===== src/rtl/seg_scan.sv =====
// seg_scan: four-digit time-multiplexed scanner feeding a single 7-segment decoder.
// Holds a double-buffered 16-bit display value and walks digits 0..3. Each digit slot
// opens with an all-off guard interval. Optional leading-zero blanking is enabled by
// defining SEG_SCAN_BLANK_EN.
module seg_scan #(
   parameter int unsigned SCAN_DIV = 100000,
   parameter int unsigned GUARD    = 2000
) (
   input  logic        clk,
   input  logic        rst_n,
   input  logic        load,
   input  logic [15:0] value,
   output logic [3:0]  nibble,
   output logic [3:0]  digit_sel,
   output logic        frame_done,
   output logic        pend
);

   localparam int unsigned DIV_W = $clog2(SCAN_DIV);
   localparam logic [DIV_W-1:0] DIV_MAX = DIV_W'(SCAN_DIV - 1);
   localparam logic [DIV_W-1:0] GUARD_V = DIV_W'(GUARD);

   logic [DIV_W-1:0] r_div;
   logic [1:0]       r_idx;
   logic [15:0]      r_pending;
   logic [15:0]      r_disp;
   logic             r_pend;
   logic [3:0]       r_nibble;
   logic [3:0]       r_digit_sel;
   logic             r_frame_done;

   logic             w_div_wrap;
   logic [DIV_W-1:0] w_div_nxt;
   logic [1:0]       w_idx_nxt;
   logic             w_boundary;
   logic [15:0]      w_disp_nxt;
   logic [3:0]       w_nibble_nxt;
   logic             w_lit;
   logic             w_blank;
   logic [3:0]       w_sel_nxt;

   // Next slot position, frame boundary and the display value that applies to it
   always_comb begin
      w_div_wrap = (r_div == DIV_MAX);
      w_div_nxt  = w_div_wrap ? '0 : r_div + DIV_W'(1);
      w_idx_nxt  = w_div_wrap ? r_idx + 2'd1 : r_idx;
      w_boundary = w_div_wrap && (r_idx == 2'd3);
      w_disp_nxt = (w_boundary && r_pend) ? r_pending : r_disp;
      w_nibble_nxt = w_disp_nxt[{w_idx_nxt, 2'b00} +: 4];
   end

   // Leading-zero blanking: digit k is dark when nibbles k..3 are all zero
`ifdef SEG_SCAN_BLANK_EN
   logic w_zero3;
   logic w_zero2;
   logic w_zero1;

   always_comb begin
      w_zero3 = (w_disp_nxt[15:12] == 4'h0);
      w_zero2 = w_zero3 && (w_disp_nxt[11:8] == 4'h0);
      w_zero1 = w_zero2 && (w_disp_nxt[7:4] == 4'h0);
      w_blank = 1'b0;
      case (w_idx_nxt)
         2'd1:    w_blank = w_zero1;
         2'd2:    w_blank = w_zero2;
         2'd3:    w_blank = w_zero3;
         default: w_blank = 1'b0;
      endcase
   end
`else
   always_comb begin
      w_blank = 1'b0;
   end
`endif

   // Active-low enable for the upcoming cycle: one digit low once the guard has elapsed
   always_comb begin
      w_lit     = (w_div_nxt >= GUARD_V);
      w_sel_nxt = 4'hF;
      if (w_lit && !w_blank) begin
         w_sel_nxt[w_idx_nxt] = 1'b0;
      end
   end

   // Scan counters, double buffer and registered outputs, all advancing on one edge
   always_ff @(posedge clk or negedge rst_n) begin
      if (!rst_n) begin
         r_div        <= '0;
         r_idx        <= 2'd0;
         r_pending    <= 16'h0000;
         r_disp       <= 16'h0000;
         r_pend       <= 1'b0;
         r_nibble     <= 4'h0;
         r_digit_sel  <= 4'hF;
         r_frame_done <= 1'b0;
      end else begin
         r_div        <= w_div_nxt;
         r_idx        <= w_idx_nxt;
         r_disp       <= w_disp_nxt;
         r_nibble     <= w_nibble_nxt;
         r_digit_sel  <= w_sel_nxt;
         r_frame_done <= w_boundary;
         // A load always wins over the boundary clear, so a coincident load stays pending
         if (load) begin
            r_pending <= value;
            r_pend    <= 1'b1;
         end else if (w_boundary) begin
            r_pend    <= 1'b0;
         end
      end
   end

   assign nibble     = r_nibble;
   assign digit_sel  = r_digit_sel;
   assign frame_done = r_frame_done;
   assign pend       = r_pend;

endmodule


===== config.mk =====
export PLATFORM = sky130hd
export DESIGN_NAME = seg_scan
export DESIGN_NICKNAME = d
export VERILOG_FILES = /design/src/rtl/seg_scan.sv
export SDC_FILE = /design/constraint.sdc
export NUM_CORES = 1
export LEC_CHECK = 0
export CAP_MARGIN = 30
export CORE_MARGIN = 5
export CORE_UTILIZATION = 60
export CTS_CLUSTER_DIAMETER = 50
export DETAILED_ROUTE_END_ITERATION = 10
export PLACE_DENSITY = 0.83
export SYNTH_ARGS = -nofsm -noshare
export SYNTH_HDL_FRONTEND = slang
export SYNTH_SLANG_ARGS = --single-unit

===== constraint.sdc =====
create_clock -name clk -period 6 [get_ports clk]
set_input_delay 0.6 -clock clk [delete_from_list [all_inputs] [get_ports clk]]
set_output_delay 0.6 -clock clk [all_outputs]
set_load 0.05 [all_outputs]

==> results.ini <==
[outcome]
run_status=completed

[power_and_ir_drop]
internal-power_mw=0.600
maximum_vdd_ir_drop_uv=129
p_leak_nw=1.48
power_frac_seq=0.557
clock_power_share=0.399
cellPowerDensity_nw_per_um2=229
power.net_switching_mw=0.173
totalPowerFinal_mw=0.773
netSwitchingFraction=0.224
pwr-share-comb=0.043

[setup_path]
regToRegEndpoint=nibble[2]
path_class=flip-flop to flip-flop
worstPathRequired_ns=6.20
critPathArrivalTime_ns=3.44
cp-startpoint=r_div[11]
worst-path-max-fanout=16
r2r_cells=6
r2r_setup_slack_ns=2.76
worst_setup_path_endpoint=nibble[2]
setup.worst_path.start_class=flip-flop
endpoint_kind=flip-flop
worst_r2r_startpoint=r_div[11]

[layout]
layout.cell_area.non_filler_um2=3380
final_net_count=298
syn_to_layout_area_delta_pct=16.1
final_core_util=0.716
n_antenna_cell=0
final_layout_size_suffix_gt1_frac=0.192

[clock_tree]
clock_sinks=61
root_buffer=sky130_fd_sc_hd__clkbuf_8
cts_inserted_buffers=9
ctsResizeCount=0
postCtsHoldBufs=0
post_cts_setup_inserts=0
worst_skew_pair.late_latency_ns=0.33
clock_path_buffers=2
tritoncts_clock_tree=done
clk_pin_slew_ns=0.06
htree_num_levels=3

[sta]
tcrit_tclk_final=0.540
final_hold_fails=0
finalClockSkew_ns=0.00585
worst_slew_margin_rel=0.442
finalSetupViolations=0
fin_ws_ns=2.76
highest_achievable_clock_rate_mhz=309
final_max_slew_viol_count=0
finalSetupTns_ns=0
final_critical_path_required_period_ns=3.24
timing_worst_slew_pin_value_ns=0.834
unrepaired_setup_endpoints_after_global_routing=no

[synthesis]
mappedNetlistNets=270
synth.cells.most_frequent=57 x sky130_fd_sc_hd__dfrtp_1, 21 x sky130_fd_sc_hd__mux2_2, 18 x sky130_fd_sc_hd__nand2_1, 14 x sky130_fd_sc_hd__nor2_1, 11 x sky130_fd_sc_hd__xnor2_1
synthesis.instances=249
mappedNetlistArea_um2=2910
mean_instance_size_in_the_synthesized_netlist_um2=11.7
post-synth-top-count-cell=sky130_fd_sc_hd__dfrtp_1
ys_types=51
synth_top_area_share=0.490
dominantRegCellSynth=sky130_fd_sc_hd__dfrtp_1
yosys.area.top_type=sky130_fd_sc_hd__dfrtp_1
synth_edf_count=0
yosysSeqAreaShare=0.526
ys_async_sr_fraction=1.00
ys_seq_elements=61
netlist_top_cells_area=sky130_fd_sc_hd__dfrtp_1 49%, sky130_fd_sc_hd__mux2_2 8.1%, sky130_fd_sc_hd__mux2_1 3.9%, sky130_fd_sc_hd__dfstp_2 3.6%, sky130_fd_sc_hd__xnor2_1 3.3%
yosysWarnings=0

[floorplan]
die_height_um=79.7
initial_utilization=0.616
coreArea_um2=4720
row_count=25
floorplan.io_pins=29
fp.dieW_um=79.7
dieArea_um2=6350

[placement]
postPlaceCellArea_um2=3210
post-dp-hpwl_mm=3.78
pre_cts_ws_ns=2.77
numPortBuffers=28
gp_routability_congestion=0.845

[route]
route.final.wire_length_mm=5.57
dr_total_vias=2044
post_drt_wl_per_cell_um=16.0
drtAntennaViolNets=0
first_iter_violations=132
drc_markers=0
routed_via_density=5.87
drt-pass1-iter-count=4

[grt]
total_routing_usage_gr=0.203
globalRoute.totalOverflow=0
grt_start_max_net_pins=62
grt_pass1_wl_mm=9.77
first_global_vias=2110
number_of_antenna_violations_at_the_first_check_in_global_routing=0

[worst_hold_path]
hold_path.class=input port to async pin

[run]
timing.max_cap.violations=0

how the worst min path moves through the flow:
stage,startpoint,endpoint,slack (ns),depth (start not counted)
6_report,rst_n,r_div[2],0.40,2
3_3_place_gp,r_disp[3],r_disp[3],0.47,1
3_5_place_dp,r_disp[3],r_disp[3],0.48,1
2_1_floorplan,rst_n,frame_done,0.30,0
5_1_grt,rst_n,r_div[2],0.46,2
4_1_cts,rst_n,r_div[2],0.44,2
critical path, cell delays in order, from the launching register on:
cell and delay [ns]:
sky130_fd_sc_hd__dfrtp_1 0.45, sky130_fd_sc_hd__or4_4 0.58, sky130_fd_sc_hd__or4_4 0.62, sky130_fd_sc_hd__nor3_4 0.71
sky130_fd_sc_hd__mux2_2 0.43, sky130_fd_sc_hd__o2111ai_1 0.22, sky130_fd_sc_hd__o41ai_2 0.10
final cells by class:
type	instances	area [um^2]
clock buffer	11	141
clock inverter	4	25.0
fill	342	1340
inverter	5	18.8
multi-input combinational	171	1300
sequential	61	1530
tap	67	83.8
timing repair buffer	29	283
routing by layer:
layer,up-vias,track usage,wire length (um)
met3,11,0.0621,302
met5,-,0,0
met1,1000,0.268,2600
met2,66,0.306,2560
li1,967,-,-
met4,0,0.0945,104
metrics by stage:
step | hold WS, ns | instances
3_3_place_gp | 0.467 | 333
6_report | 0.400 | 348
4_1_cts | 0.439 | 348
3_5_place_dp | 0.481 | 333
5_1_grt | 0.463 | 348
2_1_floorplan | 0.304 | 249
cells in the final DEF, fill, tap and decap left out, drive strengths merged, types with 3 or more instances in the layout:
cell           Yosys  layout
a21oi              8       8
nand2             18      18
clkdlybuf4s50      0      27
a211oi             4       4
nor3               7       7
o2111ai            3       3
mux2              33      33
nor4               6       6
dfrtp             57      57
nand4              7       7
xor2               5       5
nand3              9       9
o21ai              3       3
inv                5       5
nor2              15      15
dfstp              4       4
xnor2             11      11
a22oi              3       3
nand2b             3       3
clkbuf             7      11
or4                5       5
and3               5       5
power groups by stage:
stage | Combinational [mW] | Clock, mW | Sequential, mW
global route | 0.0373 | 0.339 | 0.431
detailed placement | 0.0343 | 0 | 0.438
finish | 0.0333 | 0.309 | 0.431
floorplan | 0.0133 | 0 | 0.434
CTS | 0.0347 | 0.317 | 0.431
global placement | 0.0331 | 0 | 0.437
kinds of logic (layout without fill, tap and decap cells):
group / count (synthesis) / count (layout) / share of synthesized area
AO/OA/AOI/OAI: 35 / 35 / 0.0924
flip-flops: 61 / 61 / 0.526
XOR/XNOR: 16 / 16 / 0.0481
buffers and inverters: 17 / 49 / 0.0284
multiplexers: 35 / 35 / 0.137
adder cells (fa/ha/maj): 2 / 2 / 0.00859
AND/OR/NAND/NOR: 83 / 83 / 0.159
state kept, by name (all words and copies together), names as in the netlist:
register and count:
digit_sel 4, frame_done 1, r_div 17, r_idx 2, pend 1, r_disp 16, nibble 4, r_pending 16
Note: power is estimated with default switching activity, not from simulation.
